==> src/rtl/mem_arbiter_pkg.sv <==
// mem_arbiter_pkg
// Shared definitions for the instruction/data memory arbiter:
//   - DEFAULT_WORD_LEN : default data and address width
//   - CNT_W            : width of the read latency counter (covers 1..15)
//   - arb_state_t      : arbiter FSM states (2 bits)
//   - owner_t          : which requester owns the memory (I = fetch, D = load/store)
package mem_arbiter_pkg;

    localparam int DEFAULT_WORD_LEN = 32;
    localparam int CNT_W            = 4;

    typedef enum logic [1:0] {
        ARB_IDLE  = 2'd0,
        ARB_ISSUE = 2'd1,
        ARB_WAIT  = 2'd2,
        ARB_RESP  = 2'd3
    } arb_state_t;

    typedef enum logic {
        OWN_I = 1'b0,
        OWN_D = 1'b1
    } owner_t;

endpackage

==> src/rtl/mem_arbiter_rr_arb2.sv <==
// rr_arb2
// Two-way round-robin arbiter, purely combinational. The history bit
// (last_owner) is stored by the parent so this block stays stateless.
// Ports:
//   req[1:0]   : request vector, bit 0 = I, bit 1 = D
//   last_owner : requester that won the previous arbitration
//   enable     : arbitration allowed this cycle (parent is idle)
//   gnt[1:0]   : one-hot grant, all zero when disabled or no request
//   winner     : the granted requester (only meaningful when |gnt)
module rr_arb2
    import mem_arbiter_pkg::*;
(
    input  logic [1:0] req,
    input  owner_t     last_owner,
    input  logic       enable,
    output logic [1:0] gnt,
    output owner_t     winner
);

    // On a tie the requester that did not win last time gets the memory,
    // which yields strict alternation while both keep requesting.
    always_comb begin
        gnt    = 2'b00;
        winner = OWN_I;
        if (enable) begin
            case (req)
                2'b01: begin
                    winner = OWN_I;
                    gnt    = 2'b01;
                end
                2'b10: begin
                    winner = OWN_D;
                    gnt    = 2'b10;
                end
                2'b11: begin
                    if (last_owner == OWN_D) begin
                        winner = OWN_I;
                        gnt    = 2'b01;
                    end else begin
                        winner = OWN_D;
                        gnt    = 2'b10;
                    end
                end
                default: begin
                    winner = OWN_I;
                    gnt    = 2'b00;
                end
            endcase
        end
    end

endmodule

==> src/rtl/mem_arbiter.sv <==
// mem_arbiter
// Shares one single-port, fixed-latency memory between the instruction
// fetch requester (I, read-only) and the load/store requester (D).
// One transaction is in flight at a time; ties are resolved round-robin.
// Parameters:
//   WORD_LEN   : data and address width
//   RD_LATENCY : cycles from the m_en cycle to valid m_rdata (1..15)
// Ports:
//   clk, rst_n                       : clock, asynchronous active-low reset
//   i_req/i_addr                     : fetch request, held until i_gnt
//   i_gnt/i_rvalid/i_rdata           : fetch grant pulse, response pulse, data
//   d_req/d_we/d_addr/d_wdata        : data request, held until d_gnt
//   d_gnt/d_rvalid/d_rdata           : data grant pulse, response pulse, load data
//   m_en/m_we/m_addr/m_wdata/m_rdata : memory interface
//   busy                             : high whenever a transaction is in progress
module mem_arbiter
    import mem_arbiter_pkg::*;
#(
    parameter int WORD_LEN   = DEFAULT_WORD_LEN,
    parameter int RD_LATENCY = 2
) (
    input  logic                clk,
    input  logic                rst_n,
    input  logic                i_req,
    input  logic [WORD_LEN-1:0] i_addr,
    output logic                i_gnt,
    output logic                i_rvalid,
    output logic [WORD_LEN-1:0] i_rdata,
    input  logic                d_req,
    input  logic                d_we,
    input  logic [WORD_LEN-1:0] d_addr,
    input  logic [WORD_LEN-1:0] d_wdata,
    output logic                d_gnt,
    output logic                d_rvalid,
    output logic [WORD_LEN-1:0] d_rdata,
    output logic                m_en,
    output logic                m_we,
    output logic [WORD_LEN-1:0] m_addr,
    output logic [WORD_LEN-1:0] m_wdata,
    input  logic [WORD_LEN-1:0] m_rdata,
    output logic                busy
);

    arb_state_t       state_q;
    arb_state_t       state_d;
    owner_t           owner_q;
    owner_t           last_owner_q;
    logic [CNT_W-1:0] cnt_q;
    logic [1:0]       arb_gnt;
    owner_t           arb_winner;
    logic             grant_now;

    // Arbitration is only enabled while idle, so requests raised during a
    // transaction simply wait with gnt low.
    rr_arb2 u_rr_arb2 (
        .req        ({d_req, i_req}),
        .last_owner (last_owner_q),
        .enable     (state_q == ARB_IDLE),
        .gnt        (arb_gnt),
        .winner     (arb_winner)
    );

    assign i_gnt     = arb_gnt[0];
    assign d_gnt     = arb_gnt[1];
    assign grant_now = |arb_gnt;

    // State register; reset lands in IDLE with D as last owner so that I
    // wins the first tie.
    always_ff @(posedge clk or negedge rst_n) begin
        if (!rst_n) begin
            state_q      <= ARB_IDLE;
            owner_q      <= OWN_I;
            last_owner_q <= OWN_D;
        end else begin
            state_q <= state_d;
            if (grant_now) begin
                owner_q      <= arb_winner;
                last_owner_q <= arb_winner;
            end
        end
    end

    // Next-state and per-state outputs. m_en and the rvalid pulses are
    // decoded from the state register so a reset removes them immediately.
    always_comb begin
        state_d  = state_q;
        m_en     = 1'b0;
        i_rvalid = 1'b0;
        d_rvalid = 1'b0;
        busy     = 1'b1;
        case (state_q)
            ARB_IDLE: begin
                busy = 1'b0;
                if (grant_now) begin
                    state_d = ARB_ISSUE;
                end
            end
            ARB_ISSUE: begin
                m_en    = 1'b1;
                state_d = m_we ? ARB_RESP : ARB_WAIT;
            end
            ARB_WAIT: begin
                if (cnt_q == '0) begin
                    state_d = ARB_RESP;
                end
            end
            ARB_RESP: begin
                i_rvalid = (owner_q == OWN_I);
                d_rvalid = (owner_q == OWN_D);
                state_d  = ARB_IDLE;
            end
            default: begin
                state_d = ARB_IDLE;
            end
        endcase
    end

    // Memory request registers are loaded at grant and then held; only m_en
    // qualifies them. A fetch never writes, and leaves m_wdata untouched.
    always_ff @(posedge clk or negedge rst_n) begin
        if (!rst_n) begin
            m_we    <= 1'b0;
            m_addr  <= '0;
            m_wdata <= '0;
        end else if (grant_now) begin
            if (arb_winner == OWN_D) begin
                m_we    <= d_we;
                m_addr  <= d_addr;
                m_wdata <= d_wdata;
            end else begin
                m_we   <= 1'b0;
                m_addr <= i_addr;
            end
        end
    end

    // Read latency counter: loaded with RD_LATENCY-1 during ISSUE so that
    // WAIT spans exactly RD_LATENCY cycles and ends on the m_rdata cycle.
    always_ff @(posedge clk or negedge rst_n) begin
        if (!rst_n) begin
            cnt_q <= '0;
        end else if (state_q == ARB_ISSUE) begin
            cnt_q <= CNT_W'(RD_LATENCY - 1);
        end else if (state_q == ARB_WAIT && cnt_q != '0) begin
            cnt_q <= cnt_q - 4'd1;
        end
    end

    // Read data capture into the owner's register on the last WAIT cycle;
    // the other side's register keeps its previous response.
    always_ff @(posedge clk or negedge rst_n) begin
        if (!rst_n) begin
            i_rdata <= '0;
            d_rdata <= '0;
        end else if (state_q == ARB_WAIT && cnt_q == '0) begin
            if (owner_q == OWN_I) begin
                i_rdata <= m_rdata;
            end else begin
                d_rdata <= m_rdata;
            end
        end
    end

endmodule

==> config.mk <==
export PLATFORM = sky130hd
export DESIGN_NAME = mem_arbiter
export DESIGN_NICKNAME = d
export VERILOG_FILES = /design/src/rtl/mem_arbiter_pkg.sv /design/src/rtl/mem_arbiter_rr_arb2.sv /design/src/rtl/mem_arbiter.sv
export SDC_FILE = /design/constraint.sdc
export NUM_CORES = 1
export LEC_CHECK = 0
export CAP_MARGIN = 20
export CELL_PAD_IN_SITES_DETAIL_PLACEMENT = 1
export CELL_PAD_IN_SITES_GLOBAL_PLACEMENT = 2
export CORE_UTILIZATION = 26
export CTS_BUF_LIST = sky130_fd_sc_hd__clkbuf_8
export DETAILED_ROUTE_END_ITERATION = 16
export PLACE_DENSITY = 0.83
export SKIP_LAST_GASP = 1
export SLEW_MARGIN = 0
export SYNTH_ARGS = -nofsm -noshare
export SYNTH_HDL_FRONTEND = slang
export SYNTH_SLANG_ARGS = --single-unit
==> constraint.sdc <==
create_clock -name clk -period 2.35 [get_ports clk]
set_input_delay 0.47 -clock clk [delete_from_list [all_inputs] [get_ports clk]]
set_output_delay 0.47 -clock clk [all_outputs]
set_load 0.005 [all_outputs]
==> results, run 1 <==
- The global router's overall resource usage is 0.165.
- By area the synthesized netlist is led by dfrtp_1, mux2_2, a31oi_1.
- The type of destination of the critical path is an output pin.
- The run finished with clean final reports.
- The TritonCTS sink count is between 100 and 150.
- The area overhead of the layout relative to synthesis is 61.1%.
- The startpoint-to-endpoint class of the critical path is flop to output pin.
- STA puts the critical path data arrival time at 1770 ps.
- The floorplan die height is about 150 um.
- For this run, the post-layout net count is 857.
- The number of buffers added on ports is 267.
- The pre-CTS worst setup slack is -44.0 ps.
- The total count of max-transition violations in the final report is 0.
- The detailed router finished its first iteration with 87 violations.
- The final estimated routing congestion in global placement is 0.760.
- The sequential share of the synthesized area is 0.605.
- Counting along the longest clock path gives a buffer depth of 2.
- The power per standard cell area is 1250 nW/um2.
- The initial utilization of the core area, before any placement, comes to 0.267.
- Summed over all cells, the static leakage comes to about 0.0037 uW.
- After detailed routing, the number of remaining DRC violations is 0.
- The total inserted antenna cells is 0.
- TritonCTS built the clock tree.
- In the finished design, the share of the clock period the worst path needs comes to 0.951.
- The combined area of all synthesized cells is approximately 5700 um2.
- The clock reaches the later pin of the worst-skew pair after 450 ps.
- At the worst endpoint, the required time is 1880 ps.
- Global routing finished with a remaining overflow of 0.
- The sort of element at the start of the critical path is a flop.
- Setup violations remaining at the end of the flow were counted as 0.
- The transition time at the pin with the least slew margin is 579 ps.
- The count of maximum capacitance violations is 0.
- Walking the worst path, the cells encountered are inv_2 > ha_2 > clkdlybuf4s50_1.
- The first global-routing pass estimated 28,300 um of wire.
- During I/O placement, the number of pins put on the boundary was 268.
- The tightest min-delay check is of the flop to flop type.
- The area share of the largest cell type after synthesis is 0.601.
- The via-per-instance ratio is approximately 4.6.
- The total area inside the core boundary comes to 21,200 um2.
- The total routed wirelength is 18,000 um.
- The post-route worst hold slack is between 500 and 600 ps.
- The distinct cell type count after synthesis is 34.
- For this run, the detailed router's first-pass iteration total came to 4.
- The floorplan step defined a die boundary enclosing 22,400 um2.
- Synthesis produced a netlist whose cell count is 445.
- The synthesized netlist net count is 584.
- After floorplanning, the core was divided into 53 placement rows.
- In the post-route analysis, the smallest setup slack over all paths is 114 ps.
- The placed instance area is 8700 um2.
- Setup repair after global routing could not meet its margin everywhere.
- The headroom to the max-slew limit is 0.614.
- The clock transition at the registers of the reported paths is 80 ps.
- The largest fanout on the critical path is 7.
- Of the cells placed in the final design, the portion with a size suffix greater than 1 is 0.211.
- The final non-filler cell area is 9130 um2.
- The number of antenna violations at the first check in global routing was 0.
- The remaining antenna violation count is 0.
- The largest individual stage delay along the critical path comes from the cell clkdlybuf4s50_1.
- The vias after detailed routing is 4,662.
- Entering global routing, the biggest net connects 65 pins.
- The tree is rooted in a clkbuf_8.
- The highest ir drop seen on vdd is 0.000462 V.
- The number of CTS-inserted buffers is 17.
- Static timing analysis puts the maximum clock frequency at 447 MHz.
- For this run, the slowest stage of the critical path takes around 560 ps.
- The worst clock skew is 22.0 ps.
- Dividing the detail-routed wire length by the instance count gives 17.9 um.
- Each instance of the synthesized netlist takes up on average approximately 13 um2.
- The biggest area consumer among synthesized cells is dfrtp_1.
- The post-layout minimum cycle time is 2240 ps.
- The number of global-route vias before repair is 5,107.
- The depth of the CTS H-tree is 4.
- The die is around 150 um wide.
- The final hold violation count is 0.
- In this run, synthesis produced a sequential element count of approximately 140.
- The final HPWL from detailed placement is 13,400 um.
- The total of warnings raised by yosys is 0.
## flip-flops by register name, summed over array words and instances, names as in the netlist
| name | count |
|---|---|
| last_owner_q | 1 |
| state_q | 2 |
| cnt_q | 4 |
| d_rdata | 32 |
| m_addr | 32 |
| owner_q | 1 |
| i_rdata | 32 |
| m_wdata | 32 |
| m_we | 1 |
## where the power goes
| group | internal (uW) | leakage, uW | switching (uW) |
|---|---|---|---|
| Sequential | 3530 | 0.00161 | 661 |
| Clock | 792 | 0.000195 | 1090 |
| Combinational | 3330 | 0.00191 | 1990 |
| Total | 7650 | 0.00371 | 3740 |
## logic make-up (layout without fill, tap and decap cells)
logic type	count (synthesis)	count (layout)	share of synthesized area
compound gates	80	80	0.0824
simple gates	85	85	0.0731
flops	137	137	0.605
buf+inv	40	326	0.0331
fa+ha+maj	6	6	0.0133
mux	97	97	0.193
## cell type report
cell class / count / area (um2)
clock inverters: 15 / 151
multi-input cells: 268 / 2070
inverters: 10 / 37.5
clock buffers: 17 / 234
well taps: 275 / 344
flip-flops and latches: 137 / 3430
fillers: 2232 / 12100
repair buffers: 284 / 2860
## worst paths after layout
kind	startpoint	end	slack, ps	cells past startpoint
setup / recovery	state_q[1]$_DFFE_PN0P_	m_en	110	3
hold / removal	i_rdata[6]$_DFFE_PN0P_	i_rdata[6]$_DFFE_PN0P_	500	1
setup reg to reg	cnt_q[0]$_DFFE_PN0P_	i_rdata[2]$_DFFE_PN0P_	340	6
hold reg to reg	i_rdata[6]$_DFFE_PN0P_	i_rdata[6]$_DFFE_PN0P_	500	1
max in group asynchronous	rst_n	m_addr[13]$_DFFE_PN0P_	1110	3
min in group asynchronous	rst_n	i_rdata[5]$_DFFE_PN0P_	570	2
## timing repair
item | 4_1_cts | 5_1_grt
resized for setup | 7 | 3
hold endpoints to repair | 27 | 0
setup buffers | 1 | 0
gates cloned | 0 | 0
hold buffers | 1 | 0
endpoints found under the setup margin | 4 | 4
## routing by layer
layer / up-vias / GRT usage / wire length, um
li1: 2143 / - / -
met1: 2332 / 0.185 / 6910
met2: 169 / 0.290 / 9240
met3: 18 / 0.0619 / 1620
met4: 0 / 0.0459 / 223
met5: - / 0 / 0
## Yosys cell counts, drive strengths merged
master   count
or3b         1
inv         10
a22oi        1
nand2        5
buf         10
a31oi       32
o21ai       36
nor3b        1
a22o         1
or3          2
o21a         1
dfstp        1
mux2        97
nor3         3
ha           6
nor2b        1
clkbuf      20
o2111ai      1
and2         3
a211oi       1
dfrtp      136
a41o         1
a21oi        4
o211a        1
or4          1
nor2        34
o22ai        1
nand3       34
## through the flow
| step | cells | total power [uW] | util | setup TNS, ps |
|---|---|---|---|---|
| 4_1_cts | 1006 | 11600 | 0.430 | 0 |
| 5_1_grt | 1006 | 12200 | 0.430 | -6.72 |
| 6_report | 1006 | 11400 | 0.430 | 0 |
| 3_5_place_dp | 972 | 9620 | 0.410 | -44.0 |
| 3_3_place_gp | 972 | 9320 | 0.410 | -13.0 |
| 2_1_floorplan | 445 | 6220 | - | 0 |
## worst max-delay path: cells and delay by family, from the launching register on
family     cells  cell delay (ps)
buf+inv        2              660
flops          1              400
fa+ha+maj      1              270
## placed cells by master, fill, tap and decap left out, types with 2 or more instances in the layout
cell type        netlist  final
dlygate4sd2_1          0      2
ha_1                   6      4
inv_2                  0      2
nor2_1                33     33
buf_12                 0      4
clkdlybuf4s50_1        0    261
inv_8                  0      4
nor3_1                 2      2
and2_1                 3      3
or3_1                  2      2
o21ai_0               36     36
buf_4                  3     12
a31oi_1               32     32
mux2_2                95     95
inv_1                 10      8
nand2_1                5      5
mux2_1                 2      2
dlymetal6s2s_1         0      3
clkinv_4               0      2
clkinv_8               0      2
nand3_1               34     34
clkbuf_8               0     17
inv_6                  0      5
a21oi_1                4      4
dfrtp_1              136    136
Power figures use the tool's default switching activity.
==> inputs of run 2 (changes only) <==
PLACE_DENSITY = not set   (was 0.83)
PLACE_DENSITY_LB_ADDON = 0.1   (was not set)
==> run 2 against run 1 <==
Flip-flop and latch count did not move. Count of clock-buffer cells in the layout rose by 2. Wire length rose by 0.12%. Via count fell by 2.4%. First-iteration DRC count fell by 20%. Critical path type unchanged. Die area did not move. Largest cell class unchanged.
==> results, run 2 (synthesized netlist as in run 1, its figures left out) <==
- The run finished with clean final reports.
- The startpoint-to-endpoint class of the critical path is flop to output pin.
- STA classifies the critical path startpoint as a flop.
- The worst hold path begins at i_rdata[5]$_DFFE_PN0P_.
- STA classifies the critical path endpoint as an output pin.
- The width of the die is 150 um (unchanged).
- The final-stage net count came to 858 (+0.12%).
- The number of cells traversed by the worst hold path came to 1 (unchanged).
- The initial core utilization is 0.267 (unchanged).
- The highest ir drop seen on vdd is 0.000349 V (-25%).
- The final non-filler cell area came to 9180 um2 (+0.62%).
- The worst hold path belongs to the class flop to flop.
- The root cell of the clock tree is clkbuf_8.
- The number of CTS-inserted buffers was 17 (unchanged).
- The final standard cell utilization of the core was 0.433 (+0.00265).
- The number of buffers on the longest clock path was 2 (unchanged).
- The die footprint is 22,400 um2 (unchanged).
- The depth of the CTS H-tree is 4 (unchanged).
- The first-pass iteration count of the detailed router is 4 (unchanged).
- The number of buffers added on ports is 267 (unchanged).
- Setup repair after global routing could not meet its margin everywhere.
- The critical-path cell with the highest stage delay is clkdlybuf4s50_1.
- The worst-skew pair later-pin latency came to 440 ps (about the same).
- The final estimated routing congestion in global placement is 0.747 (-1.6%).
- The total inserted antenna cells is 0 (unchanged).
- The total count of max-transition violations in the final report is 0 (unchanged).
- The library cells used most frequently in the layout, excluding fill and tap cells, are clkdlybuf4s50_1, dfrtp_1, mux2_2.
- The fraction of final layout cells sized beyond drive strength 1 came to 0.212 (+0.00108).
- TritonCTS built the clock tree.
- The highest achievable clock rate is 442 MHz (-1.2%).
- The vias after detailed routing is 4,550 (-2.4%).
- The global router's overall resource usage came to 0.166 (+0.000847).
- The first-iteration detailed-routing DRC count came to 70 (-20%).
- The number of placement rows is 53 (unchanged).
- The filler cell count in the final layout is 2,255 (+1.0%).
- The post-layout minimum cycle time is 2260 ps (+27.0 ps).
- The critical path goes through inv_2 > ha_4 > buf_4 > inv_1 > clkdlybuf4s50_1.
- The global-route wire length before repair is 27,900 um (-1.6%).
- The aggregate global routing overflow is 0 (unchanged).
- The final hold violation count is 0 (unchanged).
- The required time at the worst-slack endpoint is 1880 ps (about the same).
- The via-per-instance ratio came to 4.52 (-2.5%).
- The power per standard cell area is 1250 nW/um2 (about the same).
- The setup TNS came to 0 ps (unchanged).
- The placed instance area is 8740 um2 (+0.43%).
- The cell depth of the worst flop-to-flop path came to 6 (unchanged).
- The final-report setup violation count is 0 (unchanged).
- The final HPWL from detailed placement is 13,100 um (-2.4%).
- The final period utilization is 0.963 (+0.0115).
- In this run the critical register-to-register path is captured at i_rdata[22]$_DFFE_PN0P_.
- The arrival time of the worst setup path is 1790 ps (+20 ps).
- The total leakage power is 0.00370 uW (-0.40%).
- The detail-routed net length per standard cell is 17.9 um (about the same).
- The number of global-route vias before repair is 4,819 (-5.6%).
- The smallest setup slack after layout is 87.4 ps (-27.0 ps).
- The slack of the worst reg-to-reg path was 320 ps (-20 ps).
- The number of antenna violations at the first check in global routing is 0 (unchanged).
- The worst hold path terminates at i_rdata[5]$_DFFE_PN0P_.
- The area overhead of the layout relative to synthesis is 62.1%.
- The TritonCTS sink count is 137 (unchanged).
- The delay of the slowest critical-path stage is 520 ps (-40 ps).
- The transition time at the pin with the least slew margin is 451 ps (-128 ps).
- The remaining antenna violation count is 0 (unchanged).
- The most frequent standard cell in the layout excluding fill and tap cells is clkdlybuf4s50_1.
- The floorplan die height is 150 um (unchanged).
- The pre-CTS worst setup slack was 37.2 ps (+81.2 ps).
- The clock transition at the registers of the reported paths is 80 ps (about the same).
- The total core area came to 21,200 um2 (unchanged).
- The count of maximum capacitance violations is 0 (unchanged).
- The worst clock skew is 18.8 ps (-3.17 ps).
- The total routed wirelength is 18,000 um (+0.12%).
- The largest fanout on the critical path came to 4 (-3).
- The headroom to the max-slew limit was 0.700 (+0.0854).
- The startpoint of the worst register-to-register path is cnt_q[0]$_DFFE_PN0P_.
- The remaining routing DRC violations is 0 (unchanged).
- The number of top-level design ports is 268 (unchanged).
- The pin count of the biggest net entering global routing was 47 (-28%).
run 2: where the power goes:
part	switching [uW]	internal, uW
sequential	614	3530
combinational	1980	3360
clock	969	1010
total	3560	7900
run 2: final cells by class:
type                            count  area, um2  area share
Sequential cell                   137       3430       0.374
Timing Repair Buffer              285       2900       0.315
Multi-Input combinational cell    268       2070       0.225
Tap cell                          275        344      0.0375
Clock buffer                       19        262      0.0285
Clock inverter                     13        143      0.0155
Inverter                           10       37.5     0.00409
run 2: routing by layer:
layer | global-route usage | up-vias | routed length [um]
li1 | - | 2132 | -
met1 | 0.203 | 2230 | 7290
met2 | 0.266 | 171 | 8650
met3 | 0.0649 | 17 | 1850
met4 | 0.0526 | 0 | 219
met5 | 0 | - | 0
run 2: worst max path at each step:
stage	from	to	slack, ps	cells after the start
final	state_q[0]$_DFFE_PN0P_	busy	90	5
after global routing	state_q[1]$_DFFE_PN0P_	busy	-0.04	5
after CTS	state_q[0]$_DFFE_PN0P_	m_en	10	3
after detailed placement	i_req	d_gnt	40	4
after global placement	i_req	d_gnt	50	4
after floorplan	cnt_q[0]$_DFFE_PN0P_	i_rdata[10]$_DFFE_PN0P_	490	6
run 2: per-stage QoR:
step,power [uW],hold slack [ps],instances
after floorplan,6220,174,445
after global placement,9420,389,972
after detailed placement,9600,399,972
after CTS,11700,479,1007
after global routing,12300,517,1007
final,11500,493,1007
run 2: worst max-delay path: cells and delay by family, from the launching register on:
family	cells	cell delay, ps
fa+ha+maj	1	170
buf+inv	4	820
flops	1	380
run 2: repair_timing:
action / CTS / global route
hold buffers: 1 / 0
hold endpoints to repair: 32 / 0
cloned: 0 / 0
setup buffers: 2 / 0
gates resized for setup: 6 / 1
setup endpoints to repair: 4 / 1
==> inputs of run 3 (changes only) <==
GPL_TIMING_DRIVEN = 0   (was not set)
==> run 3 against run 2 <==
Flip-flop and latch count stayed put. Count of clock-buffer cells in the layout is 2 lower. Fmax is 1.8% higher.
==> results, run 3 (synthesized netlist as in run 1, its figures left out) <==
- The initial core utilization is 0.267 (unchanged).
- The final non-filler cell area came to 9190 um2 (about the same).
- The highest achievable clock rate was 450 MHz (+1.8%).
- The most frequent standard cell in the layout excluding fill and tap cells is clkdlybuf4s50_1.
- The aggregate global routing overflow was 0 (unchanged).
- The startpoint-to-endpoint class of the critical path is flop to output pin.
- The largest fanout on the critical path is 4 (unchanged).
- The fraction of final layout cells sized beyond drive strength 1 was 0.205 (-0.00669).
- The power after layout is 11,400 uW (-0.26%).
- The final-report setup violation count is 0 (unchanged).
- The clock transition at the registers of the reported paths is 80 ps (about the same).
- The first-iteration detailed-routing DRC count is 152 (+120%).
- met2 is the most crowded layer.
- The required time at the worst-slack endpoint was 1880 ps (about the same).
- The run finished with clean final reports.
- The fraction of met1 tracks used by global routing is 0.209 (+0.00606).
- The total count of max-transition violations in the final report came to 0 (unchanged).
- The global-route wire length before repair is 28,300 um (+1.7%).
- The final hold violation count came to 0 (unchanged).
- The vias after detailed routing is 4,708 (+3.5%).
- The number of buffer and inverter instances along the worst setup path is 2 (-2).
- The count of maximum capacitance violations is 0 (unchanged).
- The number of antenna violations at the first check in global routing came to 1 (+1).
- The total routed wirelength is 18,400 um (+2.2%).
- The final HPWL from detailed placement is 13,900 um (+6.1%).
- The die footprint is 22,400 um2 (unchanged).
- The floorplan die height is 150 um (unchanged).
- The detail-routed net length per standard cell is 17.9 um (+0.17%).
- The clock tree from TritonCTS is yes.
- The number of top-level design ports is 268 (unchanged).
- The worst clock skew is 16.1 ps (-2.73 ps).
- The highest ir drop seen on vdd is 0.000374 V (+7.2%).
- The number of placement rows is 53 (unchanged).
- The TritonCTS sink count is 137 (unchanged).
- The final-stage net count is 877 (+2.2%).
- The power per standard cell area is 1240 nW/um2 (-0.36%).
- The remaining antenna violation count came to 0 (unchanged).
- The delay of the slowest critical-path stage is 450 ps (-70 ps).
- The via-per-instance ratio came to 4.58 (+1.5%).
- The final estimated routing congestion in global placement is 0.773 (+3.4%).
- The worst-skew pair later-pin latency is 440 ps (about the same).
- The total core area is 21,200 um2 (unchanged).
- The area overhead of the layout relative to synthesis is 62.2% (about the same).
- The depth of the CTS H-tree is 4 (unchanged).
- Traced cell by cell, the critical path runs through buf_4 > ha_1 > nor2b_1 > clkdlybuf4s50_1.
- The final period utilization is 0.946 (-0.0171).
- The type of destination of the critical path is an output pin.
- The width of the die is 150 um (unchanged).
- The transition time at the pin with the least slew margin is 505 ps (+54.7 ps).
- The number of buffers on the longest clock path is 2 (unchanged).
- The global router's overall resource usage was 0.168 (+0.00216).
- The pin count of the biggest net entering global routing is 93 (+98%).
- The number of CTS-inserted buffers is 17 (unchanged).
- The remaining routing DRC violations is 0 (unchanged).
- The type of the most critical hold path is flop to flop.
- The number of global-route vias before repair is 5,041 (+4.6%).
- The worst setup path is launched from a flop.
- The number of buffers added on ports came to 267 (unchanged).
- The headroom to the max-slew limit was 0.663 (-0.0365).
- The post-layout minimum cycle time came to 2220 ps (-40.2 ps).
- The root cell of the clock tree is clkbuf_8.
- The top cell types in the final layout, fill and taps aside, are clkdlybuf4s50_1, dfrtp_1, mux2_2.
- The total leakage power is 0.00370 uW (+0.12%).
- The placed instance area was 8710 um2 (-0.33%).
- The kind of cell adding the most delay to the critical path is buffers and inverters.
- The critical-path cell with the highest stage delay is clkdlybuf4s50_1.
- The global routing usage on met2 is 0.265 (-0.00116).
- Setup repair after global routing left no endpoint under its margin.
- The arrival time of the worst setup path was 1750 ps (-40 ps).
- The first-pass iteration count of the detailed router was 4 (unchanged).
- The fraction of met3 tracks used by global routing is 0.0604 (-0.00457).
==> run 3: timing repair <==
item                                    CTS  global route
pin swaps                                 2             1
endpoints found under the setup margin   12             2
gates resized for setup                  13             2
buffers inserted                          4             2
hold endpoints to repair                 44             0
hold buffers                              1             0
==> run 3: report_power, final <==
group	internal, uW	switching (uW)
Clock	947	973
Sequential	3530	623
Combinational	3350	2000
==> run 3: path summary, 6_finish.rpt <==
kind	from	endpoint	slack [ps]	cells after the start
max in group asynchronous	rst_n	m_wdata[25]$_DFFE_PN0P_	990	3
worst min-delay path	i_rdata[6]$_DFFE_PN0P_	i_rdata[6]$_DFFE_PN0P_	490	1
min in group asynchronous	rst_n	d_rdata[6]$_DFFE_PN0P_	530	2
worst max register to register	cnt_q[0]$_DFFE_PN0P_	i_rdata[30]$_DFFE_PN0P_	230	6
worst max-delay path	state_q[0]$_DFFE_PN0P_	i_rvalid	130	4
worst min register to register	i_rdata[6]$_DFFE_PN0P_	i_rdata[6]$_DFFE_PN0P_	490	1
==> run 3: layout make-up <==
| cell class | count | area [um2] |
|---|---|---|
| sequential | 137 | 3430 |
| buffer | 29 | 154 |
| clock buffer | 17 | 234 |
| timing repair buffer | 275 | 2760 |
| fill | 2256 | 12000 |
| multi-input combinational | 268 | 2080 |
| antenna | 1 | 2.50 |
| tap | 275 | 344 |
| inverter | 10 | 37.5 |
| clock inverter | 15 | 153 |
==> run 3: per-layer routing <==
layer | up-vias | part of all wire
met4 | 0 | 0.016
li1 | 2177 | -
met2 | 180 | 0.48
met3 | 20 | 0.094
met5 | - | 0
met1 | 2331 | 0.41
==> run 3: through the flow <==
stage,TNS [ps],hold WS (ps),setup WS (ps),utilization,instances
final,0,491,128,0.433,1027
after global routing,0,520,56.9,0.433,1027
after CTS,0,500,10.5,0.432,1024
after detailed placement,-5240,449,-737,0.410,988
after global placement,-684100,469,-4990,0.409,987
after floorplan,0,174,490,-,445
